===== src/rtl/mon_exp_sched.sv =====
// Two-requester round-robin scheduler for one shared modular-exponentiation engine; watchdog via MON_EXP_SCHED_TIMEOUT_EN.
// Latency: eng_start 1 cycle after accept, rsp_valid 1 cycle after an eng_stop rising edge.
// Backpressure: response held until rsp_ready; no new request is accepted until the response drains.
`timescale 1ns/1ps
module mon_exp_sched #(
    parameter int bitLen         = 64,
    parameter int TIMEOUT_CYCLES = 4096
) (
    input  logic              clk,
    input  logic              rst_n,
    input  logic              req0_valid,
    input  logic              req1_valid,
    output logic              req0_ready,
    output logic              req1_ready,
    input  logic [bitLen-1:0] req0_M_bar,
    input  logic [bitLen-1:0] req0_x_bar,
    input  logic [bitLen-1:0] req0_e,
    input  logic [bitLen-1:0] req0_n,
    input  logic [bitLen-1:0] req1_M_bar,
    input  logic [bitLen-1:0] req1_x_bar,
    input  logic [bitLen-1:0] req1_e,
    input  logic [bitLen-1:0] req1_n,
    output logic              rsp_valid,
    input  logic              rsp_ready,
    output logic              rsp_id,
    output logic [bitLen:0]   rsp_ans,
    output logic              rsp_err,
    output logic              busy,
    output logic              eng_start,
    output logic [bitLen-1:0] eng_M_bar,
    output logic [bitLen-1:0] eng_x_bar,
    output logic [bitLen-1:0] eng_e,
    output logic [bitLen-1:0] eng_n,
    input  logic              eng_stop,
    input  logic [bitLen:0]   eng_ans
);

    typedef enum logic [1:0] {IDLE, RUN, RESP} state_t;

    state_t            state_q, state_d;
    logic              last_q, last_d;
    logic              id_q, id_d;
    logic              start_q, start_d;
    logic              vld_q, vld_d;
    logic              err_q, err_d;
    logic              stop_prev_q;
    logic [bitLen:0]   ans_q, ans_d;
    logic [bitLen-1:0] m_q, m_d, x_q, x_d, e_q, e_d, n_q, n_d;
    logic              grant, accept, stop_rise, timeout;

`ifdef MON_EXP_SCHED_TIMEOUT_EN
    localparam int CW = $clog2(TIMEOUT_CYCLES + 1);
    logic [CW-1:0] cnt_q, cnt_d;
    assign timeout = (state_q == RUN) && (cnt_q == CW'(TIMEOUT_CYCLES - 1));
`else
    assign timeout = 1'b0;
`endif

    // Grant points at the requester not served last when both contend.
    assign grant      = (req0_valid && req1_valid) ? ~last_q : ~req0_valid;
    assign req0_ready = rst_n && (state_q == IDLE) && req0_valid && !grant;
    assign req1_ready = rst_n && (state_q == IDLE) && req1_valid && grant;
    assign accept     = (req0_valid && req0_ready) || (req1_valid && req1_ready);
    assign stop_rise  = eng_stop && !stop_prev_q;

    always_comb begin
        state_d = state_q;
        last_d  = last_q;
        id_d    = id_q;
        start_d = start_q;
        vld_d   = vld_q;
        err_d   = err_q;
        ans_d   = ans_q;
        m_d     = m_q;
        x_d     = x_q;
        e_d     = e_q;
        n_d     = n_q;
`ifdef MON_EXP_SCHED_TIMEOUT_EN
        cnt_d   = cnt_q;
`endif
        case (state_q)
            IDLE: begin
                if (accept) begin
                    state_d = RUN;
                    id_d    = grant;
                    last_d  = grant;
                    start_d = 1'b1;
                    m_d     = grant ? req1_M_bar : req0_M_bar;
                    x_d     = grant ? req1_x_bar : req0_x_bar;
                    e_d     = grant ? req1_e     : req0_e;
                    n_d     = grant ? req1_n     : req0_n;
`ifdef MON_EXP_SCHED_TIMEOUT_EN
                    cnt_d   = '0;
`endif
                end
            end
            RUN: begin
                if (stop_rise) begin
                    state_d = RESP;
                    start_d = 1'b0;
                    vld_d   = 1'b1;
                    err_d   = 1'b0;
                    ans_d   = eng_ans;
                end else if (timeout) begin
                    state_d = RESP;
                    start_d = 1'b0;
                    vld_d   = 1'b1;
                    err_d   = 1'b1;
                    ans_d   = '0;
                end else begin
`ifdef MON_EXP_SCHED_TIMEOUT_EN
                    cnt_d = cnt_q + 1'b1;
`endif
                end
            end
            RESP: begin
                if (rsp_ready) begin
                    state_d = IDLE;
                    vld_d   = 1'b0;
                end
            end
            default: state_d = IDLE;
        endcase
    end

    always_ff @(posedge clk or negedge rst_n) begin
        if (!rst_n) begin
            state_q     <= IDLE;
            last_q      <= 1'b1;
            id_q        <= 1'b0;
            start_q     <= 1'b0;
            vld_q       <= 1'b0;
            err_q       <= 1'b0;
            stop_prev_q <= 1'b0;
            ans_q       <= '0;
            m_q         <= '0;
            x_q         <= '0;
            e_q         <= '0;
            n_q         <= '0;
`ifdef MON_EXP_SCHED_TIMEOUT_EN
            cnt_q       <= '0;
`endif
        end else begin
            state_q     <= state_d;
            last_q      <= last_d;
            id_q        <= id_d;
            start_q     <= start_d;
            vld_q       <= vld_d;
            err_q       <= err_d;
            stop_prev_q <= eng_stop;
            ans_q       <= ans_d;
            m_q         <= m_d;
            x_q         <= x_d;
            e_q         <= e_d;
            n_q         <= n_d;
`ifdef MON_EXP_SCHED_TIMEOUT_EN
            cnt_q       <= cnt_d;
`endif
        end
    end

    assign rsp_valid = vld_q;
    assign rsp_id    = id_q;
    assign rsp_ans   = ans_q;
    assign rsp_err   = err_q;
    assign busy      = (state_q != IDLE);
    assign eng_start = start_q;
    assign eng_M_bar = m_q;
    assign eng_x_bar = x_q;
    assign eng_e     = e_q;
    assign eng_n     = n_q;

endmodule


===== config.mk =====
export PLATFORM = sky130hd
export DESIGN_NAME = mon_exp_sched
export DESIGN_NICKNAME = d
export VERILOG_FILES = /design/src/rtl/mon_exp_sched.sv
export SDC_FILE = /design/constraint.sdc
export NUM_CORES = 1
export LEC_CHECK = 0
export CAP_MARGIN = 40
export CORE_AREA = 2 2 354 356
export DETAILED_ROUTE_END_ITERATION = 8
export DIE_AREA = 0 0 356 358
export PLACE_DENSITY = 0.3
export SLEW_MARGIN = 25
export SYNTH_ARGS = -nofsm -noshare
export SYNTH_HDL_FRONTEND = slang
export SYNTH_SLANG_ARGS = --single-unit

===== constraint.sdc =====
create_clock -name clk -period 2.8 [get_ports clk]
set_clock_uncertainty 0.1 [all_clocks]
set_input_delay 0.28 -clock clk [delete_from_list [all_inputs] [get_ports clk]]
set_output_delay 0.28 -clock clk [all_outputs]
set_load 0.1 [all_outputs]

**Word level (Yosys, flattened, before mapping)**

Index checks and enable logic that the tools add are counted.

- Equal/unequal tests: 5
- Mux-type cells: 15
- Bitwise logic cells: 2
- Reductions and logical operators: 21

Operators by type and width:

| cell | number |
|---|---|
| 2-to-1 mux 64 bit | 4 |
| logical AND 1 bit | 9 |
| AND reduction 3 bit | 3 |
| 2-to-1 mux 2 bit | 3 |
| != test 2 bit (second input constant) | 3 |
| one-hot mux 2 bit (3 select lines) | 1 |
| nonzero test 2 bit | 3 |
| 2-to-1 mux 1 bit | 5 |
| one-hot mux 1 bit (2 select lines) | 2 |
| AND reduction 2 bit | 2 |
| == test 2 x 1 -> 1 bit (second input constant) | 1 |
| == test 2 bit (second input constant) | 1 |
| zero test 1 bit | 2 |
| zero test 2 bit | 1 |
| NOT 1 bit | 2 |
| logical OR 1 bit | 1 |

- Bits in registers: 328
- Input port bits: 583
- Output and inout port bits: 328
- Word-level logic and storage cells: 54

**Logic depth before layout (Yosys ltp)**

- Word-level depth: 8
- Gate-level depth with buffers: 6
- Depth with buffers taken out: 3

**Worst setup path after synthesis**

OpenSTA, ideal clock, no wires.

- Kind: reg-to-output
- Start: register state_q[1]
- End: output port req1_ready
- Arrival: 2.105 ns
- Data required time: 2.420 ns
- Slack: 0.315 ns
- Stages on the path, launching flop included: 4
- Buffers on the path: 1
- Cell sequence: dfrtp_1 nand4bb_4 clkbuf_1 nor2_1

- Longest elaborated chain between the ends: 4

Ends and longest elaborated chain:

| element | line | RTL |
|---|---|---|
| start, declared | 40 | `state_t state_q, state_d;` |
| start signal, assigned | 144 | `state_q <= state_d;` |
| zero test 2 bit | 62 | `assign req1_ready = rst_n && (state_q == IDLE) && req1_valid && grant;` |
| logical AND 1 bit (3 in a row) | 62 |  |
| end, declared | 14 | `output logic req1_ready,` |

No other way between the ends.

**Worst setup path after layout**

- Start: input port rst_n
- End: output port req0_ready

- Longest elaborated chain between the ends: 3

Ends and longest elaborated chain:

| element | line | RTL |
|---|---|---|
| start, declared | 10 | `input logic rst_n,` |
| logical AND 1 bit (3 in a row) | 61 | `assign req0_ready = rst_n && (state_q == IDLE) && req0_valid && !grant;` |
| end, declared | 13 | `output logic req0_ready,` |

No other way between the ends.

==> impl_metrics.csv <==
group,metric,value,unit
outcome,status,"finished, final reports clean",
synthesis,yosysTopAreaCellShare,57.5,%
routing,wirelength,87.4,mm
sta,grt_setup_unrepaired,"no",
routing,via_count,13500,
final_layout,final_cell_mix,"clkdlybuf4s50_1, buf_4, dfrtp_1",
sta,fin_crit,2.66,ns
flow_run,max_cap_viol_count,0,
synthesis,syn_area,14200,um2
routing,ant_nets,0,
final_layout,synthToLayoutAreaGrowth,85.6,%
placement,place_hpwl,66.9,mm
cts,htreeDepth,2,
floorplan,die_h,358,um
synthesis,postSynthCellCount,1051,
cts,clock_path_buffers,3,
final_layout,nets,2512,
synthesis,ys_top_cells_by_area,"dfrtp_1, o221a_2, or3_1, mux2_2, buf_4",
cts,clock-sinks,328,
synthesis,synth_area_per_cell,13.5,um2
final_layout,layout-drive-gt1-share,39.6,%
cts,postCtsResizedCells,0,
synthesis,syn-num-nets,1634,
placement,io_buffers,909,
setup_path,slowest_stage,"dlygate4sd3_1",
global_routing,gr-usage-met2,23.0,%
sta,finalSetupViolations,0,
synthesis,yosys_warnings,0,
setup_path,cp-end-kind,"output pin",
synthesis,ys_types,28,
setup_path,cp_top_family,"buffers and inverters",
final_layout,final_common_cell,"clkdlybuf4s50_1",
cts,cts.clk_slew.worst_paths,0.06,ns
global_routing,gr-usage-met3,5.35,%
routing,drc,0,
setup_path,r2r-start,"state_q[1]",
global_routing,grt_pass1_vias,14800,
floorplan,die_area,127000,um2
setup_path,worstPathMaxFanout,10,
setup_path,cp_data_required_time,2.42,ns
floorplan,dieWidth,356,um
synthesis,ys_seq_area_share,57.7,%
setup_path,crit_chain,"dlygate4sd3_1, buf_8, nor3b_2, nand3_4, inv_1, buf_12",
sta,fin_crit_sh,94.9,%
global_routing,antenna_found_initial,41,
setup_path,r2r_cells,4,
sta,relSlewSlack,36.2,%
setup_path,rr_endpoint,"eng_M_bar[11]",
floorplan,coreArea,123000,um2
setup_path,crit_start,"rst_n",
setup_path,crit_buf_inv,4,
routing,drt_iter0_markers,679,
setup_path,cp.depth,6,
floorplan,num_io_pins,911,
global_routing,grt_max_degree,147,
sta,slew_viol_final,0,
synthesis,ys_ff_latch,328,
setup_path,worst_path_largest_cell_delay,0.73,ns
floorplan,fp-row-count,129,
synthesis,synth.largest_area_cell,"dfrtp_1",
setup_path,regToRegSetupSlack,0.55,ns
routing,via_per_inst,3.72,
cts,clockRootBuffer,"clkbuf_16",
routing,drt-wirelength-per-cell,24.2,um
cts,cts_tree,"done",
placement,gp_congestion,0.795,
sta,final.setup.worst_slack,0.142,ns
sta,max_freq,376,MHz
placement,dpl_worst_slack,0.446,ns
global_routing,met1_usage,13.9,%
global_routing,grt_pass1_wl,119,mm
global_routing,grt_remaining_overflow,0,
cts,clk_latency,0.62,ns
setup_path,setup.worst_path.class,"input port to output pin",
global_routing,grt.busiest_layer,"met2",
cts,numCtsBuffers,50,
global_routing,grt_use_total,13.0,%
setup_path,startpoint_type,"input port",
floorplan,initial_core_util,11.5,%
worst_hold_path,hold_class,"input port to register",
sta,hold_viol,0,
setup_path,crit_end,"req0_ready",
routing,drtPass1Iterations,5,
sta,final.setup.tns,0,ns
sta,worstMarginPinSlew,0.957,ns
setup_path,crit_arrival,2.28,ns
synth_stat cells, drive strengths merged:
cell type  count
a21o           1
a21oi          1
a31o           1
and2           1
buf           68
clkbuf        54
conb           1
dfrtp        327
dfstp          1
inv            3
mux2          65
nand2b         2
nand3          1
nand3b         1
nand4bb        1
nor2           2
nor3           1
nor3b          2
nor4bb         1
o21a           2
o21bai         1
o221a        256
or2            2
or3          256
worst reg2reg max path, stage by stage, from the launching register on:
cell	delay, ns
dfrtp_1	0.49
nor3b_2	0.38
o21a_4	0.52
buf_12	0.38
o221a_2	0.30
stage by stage:
stage	area, um2	utilization, %	instances	hold WS (ns)
6_report	26400	21.4	3618	0.152
5_1_grt	26400	21.4	3615	0.117
4_1_cts	26300	21.4	3604	0.0809
3_5_place_dp	24600	19.9	3511	0.379
3_3_place_gp	24600	19.9	3510	0.369
2_1_floorplan	14200	-	1051	-0.116
kinds of logic after synthesis:
family | count (synthesis) | share of synthesized area (%)
AO/OA/AOI/OAI | 262 | 20.6
flip-flops | 328 | 57.7
other | 1 | 0.0264
AND/OR/NAND/NOR | 270 | 12.1
buffers and inverters | 125 | 4.41
multiplexers | 65 | 5.15
timing repair:
item | in CTS | in global routing
setup endpoints to repair | 0 | 1
hold buffers | 2 | 0
setup buffers | 0 | 0
endpoints found under the hold margin | 128 | 0
registers in the layout, indices dropped and copies added, names as in the netlist:
| register | cells |
|---|---|
| eng_start | 1 |
| eng_M_bar | 64 |
| eng_n | 64 |
| eng_x_bar | 64 |
| stop_prev_q | 1 |
| last_q | 1 |
| rsp_valid | 1 |
| eng_e | 64 |
| rsp_id | 1 |
| state_q | 2 |
| rsp_ans | 65 |
cell type report:
class,count,area (um2)
fillers,13400,96900
repair buffers,948,8950
flip-flops and latches,328,8210
multi-input cells,598,5410
well taps,1637,2050
clock buffers,69,1460
clock inverters,22,272
diodes,13,32.5
inverters,3,11.3
how the worst min path moves through the flow:
stage / startpoint / end / slack (ns) / cells after the start
final: eng_ans[24] / rsp_ans[24] / 0.15 / 2
after global placement: rsp_valid / rsp_valid / 0.37 / 1
after floorplan: rst_n / eng_M_bar[0] / -0.12 / 0
after CTS: eng_ans[24] / rsp_ans[24] / 0.08 / 2
after global routing: eng_ans[29] / rsp_ans[29] / 0.12 / 2
after detailed placement: rsp_valid / rsp_valid / 0.38 / 1
metal layers:
metal  wire length [um]  up-vias
li1                   -     5993
met1              31700     6684
met2              45000      619
met3               8200      141
met4               2410       28
met5                172        -
Power is not shown: default switching activity piles up to over one toggle a cycle in this logic, so the estimate is an artifact.
